`src/rtl/mem_ctrl.sv`:
```
// mem_ctrl: memory-access sequencer between the CPU datapath and a 512x32
// synchronous RAM. It holds the MAR and MDR and runs one load or store at a
// time. It also absorbs the RAM's one-cycle registered read latency.
module mem_ctrl #(
  parameter int ADDR_W = 9,
  parameter int DATA_W = 32
) (
  input  logic              clock,
  input  logic              clear_n,
  input  logic [DATA_W-1:0] BusMuxOut,
  input  logic              MARin,
  input  logic              MDRin,
  input  logic              mem_start,
  input  logic              mem_we,
  output logic              busy,
  output logic              mem_done,
  output logic [DATA_W-1:0] BusMuxInMDR,
  output logic              ram_read,
  output logic              ram_write,
  output logic [ADDR_W-1:0] ram_addr,
  output logic [DATA_W-1:0] ram_wdata,
  input  logic [DATA_W-1:0] ram_rdata
);

  typedef enum logic [2:0] {
    S_IDLE       = 3'd0,
    S_RD_ISSUE   = 3'd1,
    S_RD_CAPTURE = 3'd2,
    S_WR_ISSUE   = 3'd3,
    S_DONE       = 3'd4
  } state_t;

  state_t              r_state;
  logic [ADDR_W-1:0]   r_mar;
  logic [DATA_W-1:0]   r_mdr;
  logic                r_busy;
  logic                r_mem_done;
  logic                r_ram_read;
  logic                r_ram_write;

  // Sequencer, MAR/MDR registers and registered strobes.
  // The strobes are loaded with the value belonging to the next state.
  // As a result they change together with r_state, and the asynchronous
  // reset clears them at the same instant.
  always_ff @(posedge clock or negedge clear_n) begin
    if (!clear_n) begin
      r_state     <= S_IDLE;
      r_mar       <= '0;
      r_mdr       <= '0;
      r_busy      <= 1'b0;
      r_mem_done  <= 1'b0;
      r_ram_read  <= 1'b0;
      r_ram_write <= 1'b0;
    end else begin
      case (r_state)
        S_IDLE: begin
          // Register loads are accepted only here.
          // A start in the same cycle therefore uses the newly loaded
          // values, because the access begins on the following cycle.
          if (MARin) r_mar <= BusMuxOut[ADDR_W-1:0];
          if (MDRin) r_mdr <= BusMuxOut;
          if (mem_start) begin
            r_busy <= 1'b1;
            if (mem_we) begin
              r_state     <= S_WR_ISSUE;
              r_ram_write <= 1'b1;
            end else begin
              r_state    <= S_RD_ISSUE;
              r_ram_read <= 1'b1;
            end
          end
        end
        S_RD_ISSUE: begin
          r_state    <= S_RD_CAPTURE;
          r_ram_read <= 1'b0;
        end
        S_RD_CAPTURE: begin
          // The RAM word becomes valid one cycle after the read strobe.
          r_mdr      <= ram_rdata;
          r_state    <= S_DONE;
          r_mem_done <= 1'b1;
        end
        S_WR_ISSUE: begin
          r_state     <= S_DONE;
          r_ram_write <= 1'b0;
          r_mem_done  <= 1'b1;
        end
        S_DONE: begin
          r_state    <= S_IDLE;
          r_mem_done <= 1'b0;
          r_busy     <= 1'b0;
        end
        default: begin
          r_state     <= S_IDLE;
          r_busy      <= 1'b0;
          r_mem_done  <= 1'b0;
          r_ram_read  <= 1'b0;
          r_ram_write <= 1'b0;
        end
      endcase
    end
  end

  assign busy        = r_busy;
  assign mem_done    = r_mem_done;
  assign ram_read    = r_ram_read;
  assign ram_write   = r_ram_write;
  assign ram_addr    = r_mar;
  assign ram_wdata   = r_mdr;
  assign BusMuxInMDR = r_mdr;

endmodule

```
`config.mk`:
```
export PLATFORM = sky130hd
export DESIGN_NAME = mem_ctrl
export DESIGN_NICKNAME = d
export VERILOG_FILES = /design/src/rtl/mem_ctrl.sv
export SDC_FILE = /design/constraint.sdc
export NUM_CORES = 1
export LEC_CHECK = 0
export CAP_MARGIN = 20
export CORE_UTILIZATION = 41
export DETAILED_ROUTE_END_ITERATION = 10
export PLACE_DENSITY = 0.95
export SYNTH_ARGS = -nofsm -noshare
export SYNTH_HDL_FRONTEND = slang
export SYNTH_SLANG_ARGS = --single-unit
```
`constraint.sdc`:
```
create_clock -name clock -period 2.4 [get_ports clock]
set_input_delay 0.48 -clock clock [delete_from_list [all_inputs] [get_ports clock]]
set_output_delay 0.48 -clock clock [all_outputs]
set_load 0.01 [all_outputs]
```
==> results.cfg, run 1 <==
[clock_network]
ctsHtreeMaxLevel = 2
clk_latency_ns = 0.28
cts_setup_buffers = 0
cts_hold_buf = 0
root_buffer = clkbuf_8
cts_buffers = 5
clock_path_buffers = 2
clkTransAtPathRegs_ns = 0.08
ctsResizeCount = 0
cts_tree = yes
cts_sinks = 48

[cells_and_area]
fillers = 410
drive_gt1_share_pct = 29.6
design.final.nets = 370
final_cell_mix = 145 x clkdlybuf4s50_1, 72 x mux2_2, 47 x dfrtp_1
seq_area_um2 = 1200
multiInputGateArea_um2 = 956
layout_commonest_cell = clkdlybuf4s50_1
area_growth_pct = 57.5
insertedDiodeCount = 0
finalNonFillerCells = 373

[timing]
finalSetupTns_ns = 0
max_freq_mhz = 581
period_needed_ns = 1.72
fin_skew_ns = 0.00993
finalWorstSetupSlack_ns = 0.679
setup_viol = 0
maxSlewHeadroom_pct = 73.1
worst_pin_slew_ns = 0.404
maxSlewViolCount = 0
rsz0062_at_grt = no
hold_viol = 0
finalCritPeriodShare_pct = 71.7

[critical_path]
crit_start = BusMuxInMDR[3]
start_kind = flip-flop
cp_data_required_time_ns = 1.92
critPathKind = reg -> out
crit_buf_inv = 1
crit_arrival_ns = 1.24
critPathMaxStageDelay_ns = 0.56
crit_chain = clkdlybuf4s50_1
worstSetupEndpointType = output port
critPathTopFamily = buffers and inverters
crit_fanout = 3
r2r_start = r_state[1]
crit_slowest_cell = clkdlybuf4s50_1

[run]
drv_cap = 0

[detailed_routing]
vias = 1781
drt_iter0_drc = 32
ant_nets = 0
dr.pass1.iters = 2
drc = 0
avgRoutedWirePerCell_um = 15.0
avgViaCountPerCell = 4.77
wirelength_mm = 5.59

[placed_design]
io_buffers = 146
dp.cells = 365
gp_congestion = 0.741
dpl.hpwl_mm = 4.29
pre_cts_ws_ns = 0.498

[yosys]
syn_area_per_cell_um2 = 13.4
syn_area_um2 = 2460
synth_fp_nets = 253
ys_seq_area_share_pct = 48.9
syn_inst = 183
ys_types = 21
synth-warning-count = 0
synth_seq_cells = 48

[power]
p_per_area_nw_per_um2 = 1280
p_leak_nw = 1.56
seqPwrFrac_pct = 32.2
p_sw_share_pct = 32.5
irDropWorstVdd_v = 0.000810
p_clk_share_pct = 9.6
p_int_mw = 3.34
power_switching_mw = 1.61
combPwrFrac_pct = 58.2

[global_route]
grt_max_degree = 49
overflow = 0
grt_pass1_vias = 1836
grt_pass1_wl_mm = 8.94
antenna_found_initial = 0
grt_usage_pct = 18.2

[floorplanning]
start_util_pct = 43.5
die_w_um = 79.4
ios = 147
rows = 27
dieArea_um2 = 6300
die_h_um = 79.4
fp.coreArea_um2 = 5640

[worst_hold_path]
min_path_type = in -> async

[status]
status = completed
sequential cells by signal, summed over array words and instances (netlist names):
name         cells
r_state          3
ram_addr         9
BusMuxInMDR     32
busy             1
ram_read         1
mem_done         1
ram_write        1
worst paths after layout:
path	endpoint	slack (ns)	depth (start not counted)
worst max-delay path	BusMuxInMDR[3]	0.68	1
worst min-delay path	BusMuxInMDR[19]	0.17	2
min in group clock	busy	0.50	1
max in group asynchronous	r_state[1]	2.01	2
worst min register to register	busy	0.50	1
worst max register to register	BusMuxInMDR[11]	0.79	3
power by group through the flow:
| stage | clock (mW) | sequential [mW] | combinational, mW |
|---|---|---|---|
| after floorplan | 0 | 1.68 | 1.53 |
| after global placement | 0 | 1.58 | 2.86 |
| after detailed placement | 0 | 1.61 | 2.92 |
| after CTS | 0.494 | 1.60 | 2.92 |
| after global routing | 0.521 | 1.66 | 3.08 |
| final | 0.475 | 1.59 | 2.88 |
logic make-up after synthesis:
group                  after synthesis  share of synthesized area, %
multiplexers                        73                          33.5
buffers and inverters               43                          12.4
flip-flops                          48                          48.9
AO/OA/AOI/OAI                        7                          1.89
AND/OR/NAND/NOR                     12                          3.31
layout make-up:
| class | count | share of cell area, % |
|---|---|---|
| Inverter | 2 | 0.194 |
| Sequential cell | 48 | 31.1 |
| Timing Repair Buffer | 151 | 39.3 |
| Multi-Input combinational cell | 92 | 24.7 |
| Tap cell | 72 | 2.33 |
| Clock buffer | 6 | 2.14 |
| Clock inverter | 2 | 0.259 |
synth_stat cells:
library cell	n	share of area, %
nor3_2	1	0.41
nor2_1	5	0.76
nor2b_1	2	0.51
mux2_2	72	33
buf_1	1	0.15
inv_1	2	0.31
buf_4	35	11
buf_2	4	0.82
nor4b_4	1	0.97
o31ai_1	1	0.31
buf_6	1	0.46
mux2_1	1	0.46
nand2_1	1	0.15
a211o_1	1	0.36
a21o_1	1	0.31
a21oi_1	2	0.41
o21ai_0	1	0.20
a22oi_1	1	0.31
nor3_1	1	0.20
nor3b_1	1	0.31
dfrtp_1	48	49
layer usage:
metal | GRT usage, % | share of wire (%) | vias up | routed length [um]
met5 | 0 | 0 | - | 0
met4 | 3.27 | 0.23 | 0 | 13
met3 | 3.20 | 7.1 | 2 | 395
met2 | 34.3 | 51 | 88 | 2860
met1 | 21.8 | 41 | 853 | 2320
li1 | - | - | 838 | -
per-stage QoR:
stage                     util [%]  total power [mW]  hold WS (ns)  area (um2)
after floorplan                  -              3.21         0.184        2460
after global placement        66.9              4.44         0.468        3770
after detailed placement      66.9              4.53         0.472        3770
after CTS                     68.6              5.02         0.172        3870
after global routing          68.6              5.26         0.187        3870
final                         68.6              4.95         0.172        3870
(Power assumes the default switching activity.)
==> run 2: changes to the inputs <==
--- a/config.mk
+++ b/config.mk
@@ -6,9 +6,9 @@
 export NUM_CORES = 1
 export LEC_CHECK = 0
 export CAP_MARGIN = 20
-export CORE_UTILIZATION = 41
+export CORE_UTILIZATION = 34
 export DETAILED_ROUTE_END_ITERATION = 10
-export PLACE_DENSITY = 0.95
+export PLACE_DENSITY = 0.87
 export SYNTH_ARGS = -nofsm -noshare
 export SYNTH_HDL_FRONTEND = slang
 export SYNTH_SLANG_ARGS = --single-unit
==> constraint.sdc (replaced) <==
create_clock -name clock -period 1.55 [get_ports clock]
set_input_delay 0.31 -clock clock [delete_from_list [all_inputs] [get_ports clock]]
set_output_delay 0.31 -clock clock [all_outputs]
set_load 0.01 [all_outputs]
==> run 2 against run 1 <==
  * The flow now finishes with violations (negative hold slack)
  * Design area up 4.8%
  * Sequential cell count unchanged
  * Setup slack got worse by 0.64 ns
  * Total power rose by 52%
  * Clock skew shrank 0.0070 ns
  * Sequential share of layout area is 1.4 points lower
  * First-iteration DRC count is 28% higher
  * Critical path depth is the same
  * Non-clock buffer count is 5 higher
  * Worst hold slack worse by 0.18 ns
  * Wire length grew 9.8%
  * Clock power rose by 110%
  * Largest cell class unchanged
==> results.cfg, run 2 (synthesis gave the netlist of run 1 again) <==
[status]
status = complete, but fails checks
violations = negative hold slack

[cells_and_area]
largest_reg_flops = 32
insertedDiodeCount = 0
fillers = 561
design.final.nets = 375
drive_gt1_share_pct = 30.7
layout_commonest_cell = clkdlybuf4s50_1
final_cell_mix = 73 x clkdlybuf4s50_1, 72 x mux2_2, 50 x dlymetal6s2s_1
area_growth_pct = 65.1

[timing]
finalCritPeriodShare_pct = 97.7
rsz0062_at_grt = no
hold_viol = 5
fin_skew_ns = 0.00297
holdWs_ns = -0.00610
period_needed_ns = 1.51
maxSlewViolCount = 0
max_freq_mhz = 661
worst_pin_slew_ns = 0.558
setup_viol = 0
maxSlewHeadroom_pct = 62.8

[global_route]
grt_usage_pct = 15.5
overflow = 0
grt_pass1_vias = 1832
grt_pass1_wl_mm = 8.96
grt_max_degree = 27
antenna_found_initial = 0

[clock_network]
clkTransAtPathRegs_ns = 0.09
root_buffer = clkbuf_8
cts_buffers = 5
cts_hold_buf = 0
ctsHtreeMaxLevel = 2
cts_sinks = 48
clock_path_buffers = 2
clk_latency_ns = 0.29
cts_tree = yes

[critical_path]
start_kind = flip-flop
crit_arrival_ns = 1.20
critPathMaxStageDelay_ns = 0.55
critPathKind = reg -> out
crit_slowest_cell = clkdlybuf4s50_1
critPathTopFamily = buffers and inverters
crit_chain = clkdlybuf4s50_1
worstSetupEndpointType = output port
crit_fanout = 2
crit_buf_inv = 1
cp_data_required_time_ns = 1.24

[detailed_routing]
avgRoutedWirePerCell_um = 15.3
drc = 0
wirelength_mm = 6.14
drt_iter0_drc = 41
ant_nets = 0
avgViaCountPerCell = 4.50
dr.pass1.iters = 2
vias = 1811

[floorplanning]
rows = 30
ios = 147
fp.coreArea_um2 = 6870
start_util_pct = 35.8
die_w_um = 87.0
dieArea_um2 = 7570
die_h_um = 87.0

[placed_design]
io_buffers = 146
dpl.hpwl_mm = 4.61
gp_congestion = 0.707

[power]
irDropWorstVdd_v = 0.000912
p_leak_nw = 2.08
p_total_mw = 7.54
p_per_area_nw_per_um2 = 1860

[run]
drv_cap = 0

[worst_hold_path]
min_path_type = in -> async
-- run 2: changes by cell type in the layout (fill, tap and decap cells not counted), moves of 2 or more --
cell,before,now
clkdlybuf4s50_1,145,73
buf_4,3,9
dlymetal6s2s_1,0,50
dlygate4sd2_1,0,22
clkinv_2,2,0
-- run 2: final timing paths --
path                                  start             end  slack, ns  cells past startpoint
worst min register to register         busy            busy       0.49                      1
min in group clock                     busy            busy       0.49                      1
worst max register to register   r_state[1]  BusMuxInMDR[5]       0.09                      3
worst min-delay path                clear_n     ram_addr[4]     -0.006                      1
worst max-delay path            ram_addr[4]     ram_addr[4]       0.04                      1
max in group asynchronous           clear_n      r_state[1]       1.01                      2
-- run 2: repair_timing --
item                                    in CTS  in global routing
gates resized for setup                     22                 50
hold endpoints to repair                     0                  0
endpoints found under the setup margin      28                 51
setup buffers                                1                  0
-- run 2: per-layer routing --
layer	track usage [%]	wire [um]	vias up	part of all wire, %
met2	29.6	3330	77	54
met5	0	0	-	0
met4	4.09	104	0	1.7
li1	-	-	847	-
met1	16.8	2260	874	37
met3	4.17	443	13	7.2
-- run 2: stage by stage --
stage	setup TNS, ns	util, %	setup slack [ns]	cells	instance area (um2)
after floorplan	0	-	0.0531	183	2460
after global placement	-5.68	55.6	-0.157	393	3820
after detailed placement	-6.48	55.6	-0.187	393	3820
after CTS	0	57.2	0.00000255	402	3930
after global routing	0	59.0	0.000189	402	4050
final	0	59.0	0.0363	402	4050
-- run 2: layout make-up --
class / count / area, um2 / share of cell area, %
multi-input cells: 92 / 956 / 23.6
clock inverters: 1 / 30.0 / 0.741
flip-flops and latches: 48 / 1200 / 29.7
inverters: 2 / 7.51 / 0.185
clock buffers: 7 / 96.3 / 2.38
repair buffers: 156 / 1640 / 40.5
well taps: 96 / 120 / 2.96
-- run 2: power by group --
part	total (mW)	internal, mW	switching [mW]
clock	0.987	0.570	0.417
sequential	2.35	1.90	0.448
combinational	4.21	2.56	1.65
==> run 3: changes to the inputs <==
--- a/config.mk
+++ b/config.mk
@@ -6,9 +6,9 @@
 export NUM_CORES = 1
 export LEC_CHECK = 0
 export CAP_MARGIN = 20
-export CORE_UTILIZATION = 34
+export CORE_UTILIZATION = 38
 export DETAILED_ROUTE_END_ITERATION = 10
-export PLACE_DENSITY = 0.87
+export PLACE_DENSITY = 0.91
 export SYNTH_ARGS = -nofsm -noshare
 export SYNTH_HDL_FRONTEND = slang
 export SYNTH_SLANG_ARGS = --single-unit
==> constraint.sdc (replaced) <==
create_clock -name clock -period 1.4 [get_ports clock]
set_input_delay 0.28 -clock clock [delete_from_list [all_inputs] [get_ports clock]]
set_output_delay 0.28 -clock clock [all_outputs]
set_load 0.01 [all_outputs]
==> run 3 against run 2 <==
  * Sequential cell count unchanged
  * The flow finishes with violations (negative setup slack)
  * Setup slack worse by 0.067 ns
  * Design area down 3.7%
  * Critical path depth increased by 3
  * Via count rose by 0.28%
  * Worst hold slack improved by 0.51 ns
  * Die area is 10% lower
  * Clock skew grew 0.0082 ns
  * Clock power is 16% lower
==> results.cfg, run 3 (synthesis gave the netlist of run 1 again) <==
[global_route]
overflow = 0
grt_max_degree = 33
grt_usage_pct = 17.3
grt_pass1_vias = 1845
antenna_found_initial = 0
grt_pass1_wl_mm = 8.74

[timing]
period_needed_ns = 1.43
maxSlewViolCount = 0
fin_skew_ns = 0.0112
maxSlewHeadroom_pct = 77.2
holdWs_ns = 0.499
finalSetupTns_ns = -0.584
worst_pin_slew_ns = 0.342
hold_viol = 0
rsz0062_at_grt = yes
finalCritPeriodShare_pct = 102
setup_viol = 38
finalWorstSetupSlack_ns = -0.0304
max_freq_mhz = 699

[power]
p_per_area_nw_per_um2 = 2040
p_leak_nw = 1.74
irDropWorstVdd_v = 0.000931
p_total_mw = 7.98

[floorplanning]
start_util_pct = 40.5
dieArea_um2 = 6790
die_h_um = 82.4
fp.coreArea_um2 = 6060
die_w_um = 82.4
rows = 28
ios = 147

[cells_and_area]
insertedDiodeCount = 0
area_growth_pct = 58.9
drive_gt1_share_pct = 31.3
finalNonFillerCells = 385
largest_reg_flops = 32
final_area_um2 = 3900
final_cell_mix = 75 x dlygate4sd2_1, 68 x clkdlybuf4s50_1, 62 x mux2_2
design.final.nets = 379
final_core_util_pct = 64.4
fillers = 506
layout_commonest_cell = dlygate4sd2_1

[detailed_routing]
drc = 0
drt_iter0_drc = 34
dr.pass1.iters = 4
avgViaCountPerCell = 4.72
wirelength_mm = 5.74
avgRoutedWirePerCell_um = 14.9
vias = 1816
ant_nets = 0

[placed_design]
dp.cells = 372
dpl.hpwl_mm = 4.41
io_buffers = 146
pre_cts_ws_ns = -0.301
gp_congestion = 0.670
placed_area_um2 = 3820

[clock_network]
cts_tree = yes
cts_sinks = 48
clk_latency_ns = 0.29
root_buffer = clkbuf_8
cts_buffers = 5
clock_path_buffers = 2
clkTransAtPathRegs_ns = 0.09
ctsHtreeMaxLevel = 2

[run]
drv_cap = 0

[critical_path]
setup.worst_path.end = BusMuxInMDR[26]
ff2ff_setup_slack_ns = -0.03
crit_fanout = 32
worstSetupEndpointType = flip-flop
crit_start = r_state[1]
crit_arrival_ns = 1.60
r2r_start = r_state[1]
r2r_end = BusMuxInMDR[26]
critPathKind = reg -> reg
reg2reg_depth = 4
cp_data_required_time_ns = 1.57
start_kind = flip-flop

[status]
violations = negative setup slack
status = complete, but fails checks

[worst_hold_path]
hold_depth = 2
min_path_type = reg -> reg
[run 3: final cells by class]
class / count / area (um2) / area share (%)
clock buffer: 8 / 90.1 / 2.31
inverter: 2 / 7.51 / 0.192
multi-input combinational: 92 / 996 / 25.5
sequential: 48 / 1200 / 30.8
tap: 75 / 93.8 / 2.40
timing repair buffer: 160 / 1510 / 38.7
[run 3: what timing repair did]
action / 4_1_cts / 5_1_grt
buffers inserted: 4 / 0
endpoints found under the setup margin: 116 / 41
hold buffers: 1 / 0
hold endpoints to repair: 48 / 0
resized for setup: 88 / 4
[run 3: layer usage]
| metal | routed length [um] | global-route usage (%) |
|---|---|---|
| met3 | 533 | 4.73 |
| met5 | 0 | 0 |
| met1 | 2120 | 18.8 |
| met4 | 15 | 3.16 |
| met2 | 3070 | 33.4 |
[run 3: how the worst min path moves through the flow]
stage              from              to
4_1_cts        mem_done        mem_done
2_1_floorplan   clear_n  BusMuxInMDR[0]
6_report       mem_done        mem_done
3_3_place_gp    clear_n  BusMuxInMDR[5]
3_5_place_dp    clear_n     ram_addr[5]
5_1_grt            busy            busy
[run 3: where the power goes]
group / total [mW] / switching, mW / internal [mW] / leakage, nW
combinational: 4.54 / 1.85 / 2.69 / 1.13
clock: 0.825 / 0.422 / 0.403 / 0.0455
sequential: 2.61 / 0.506 / 2.11 / 0.560
[run 3: worst max-delay path, stage by stage, from the launching register on]
cell and delay (ns):
dfrtp_2 0.47, nor2_2 0.08, nor3_4 0.15, buf_12 0.23
mux2_2 0.36
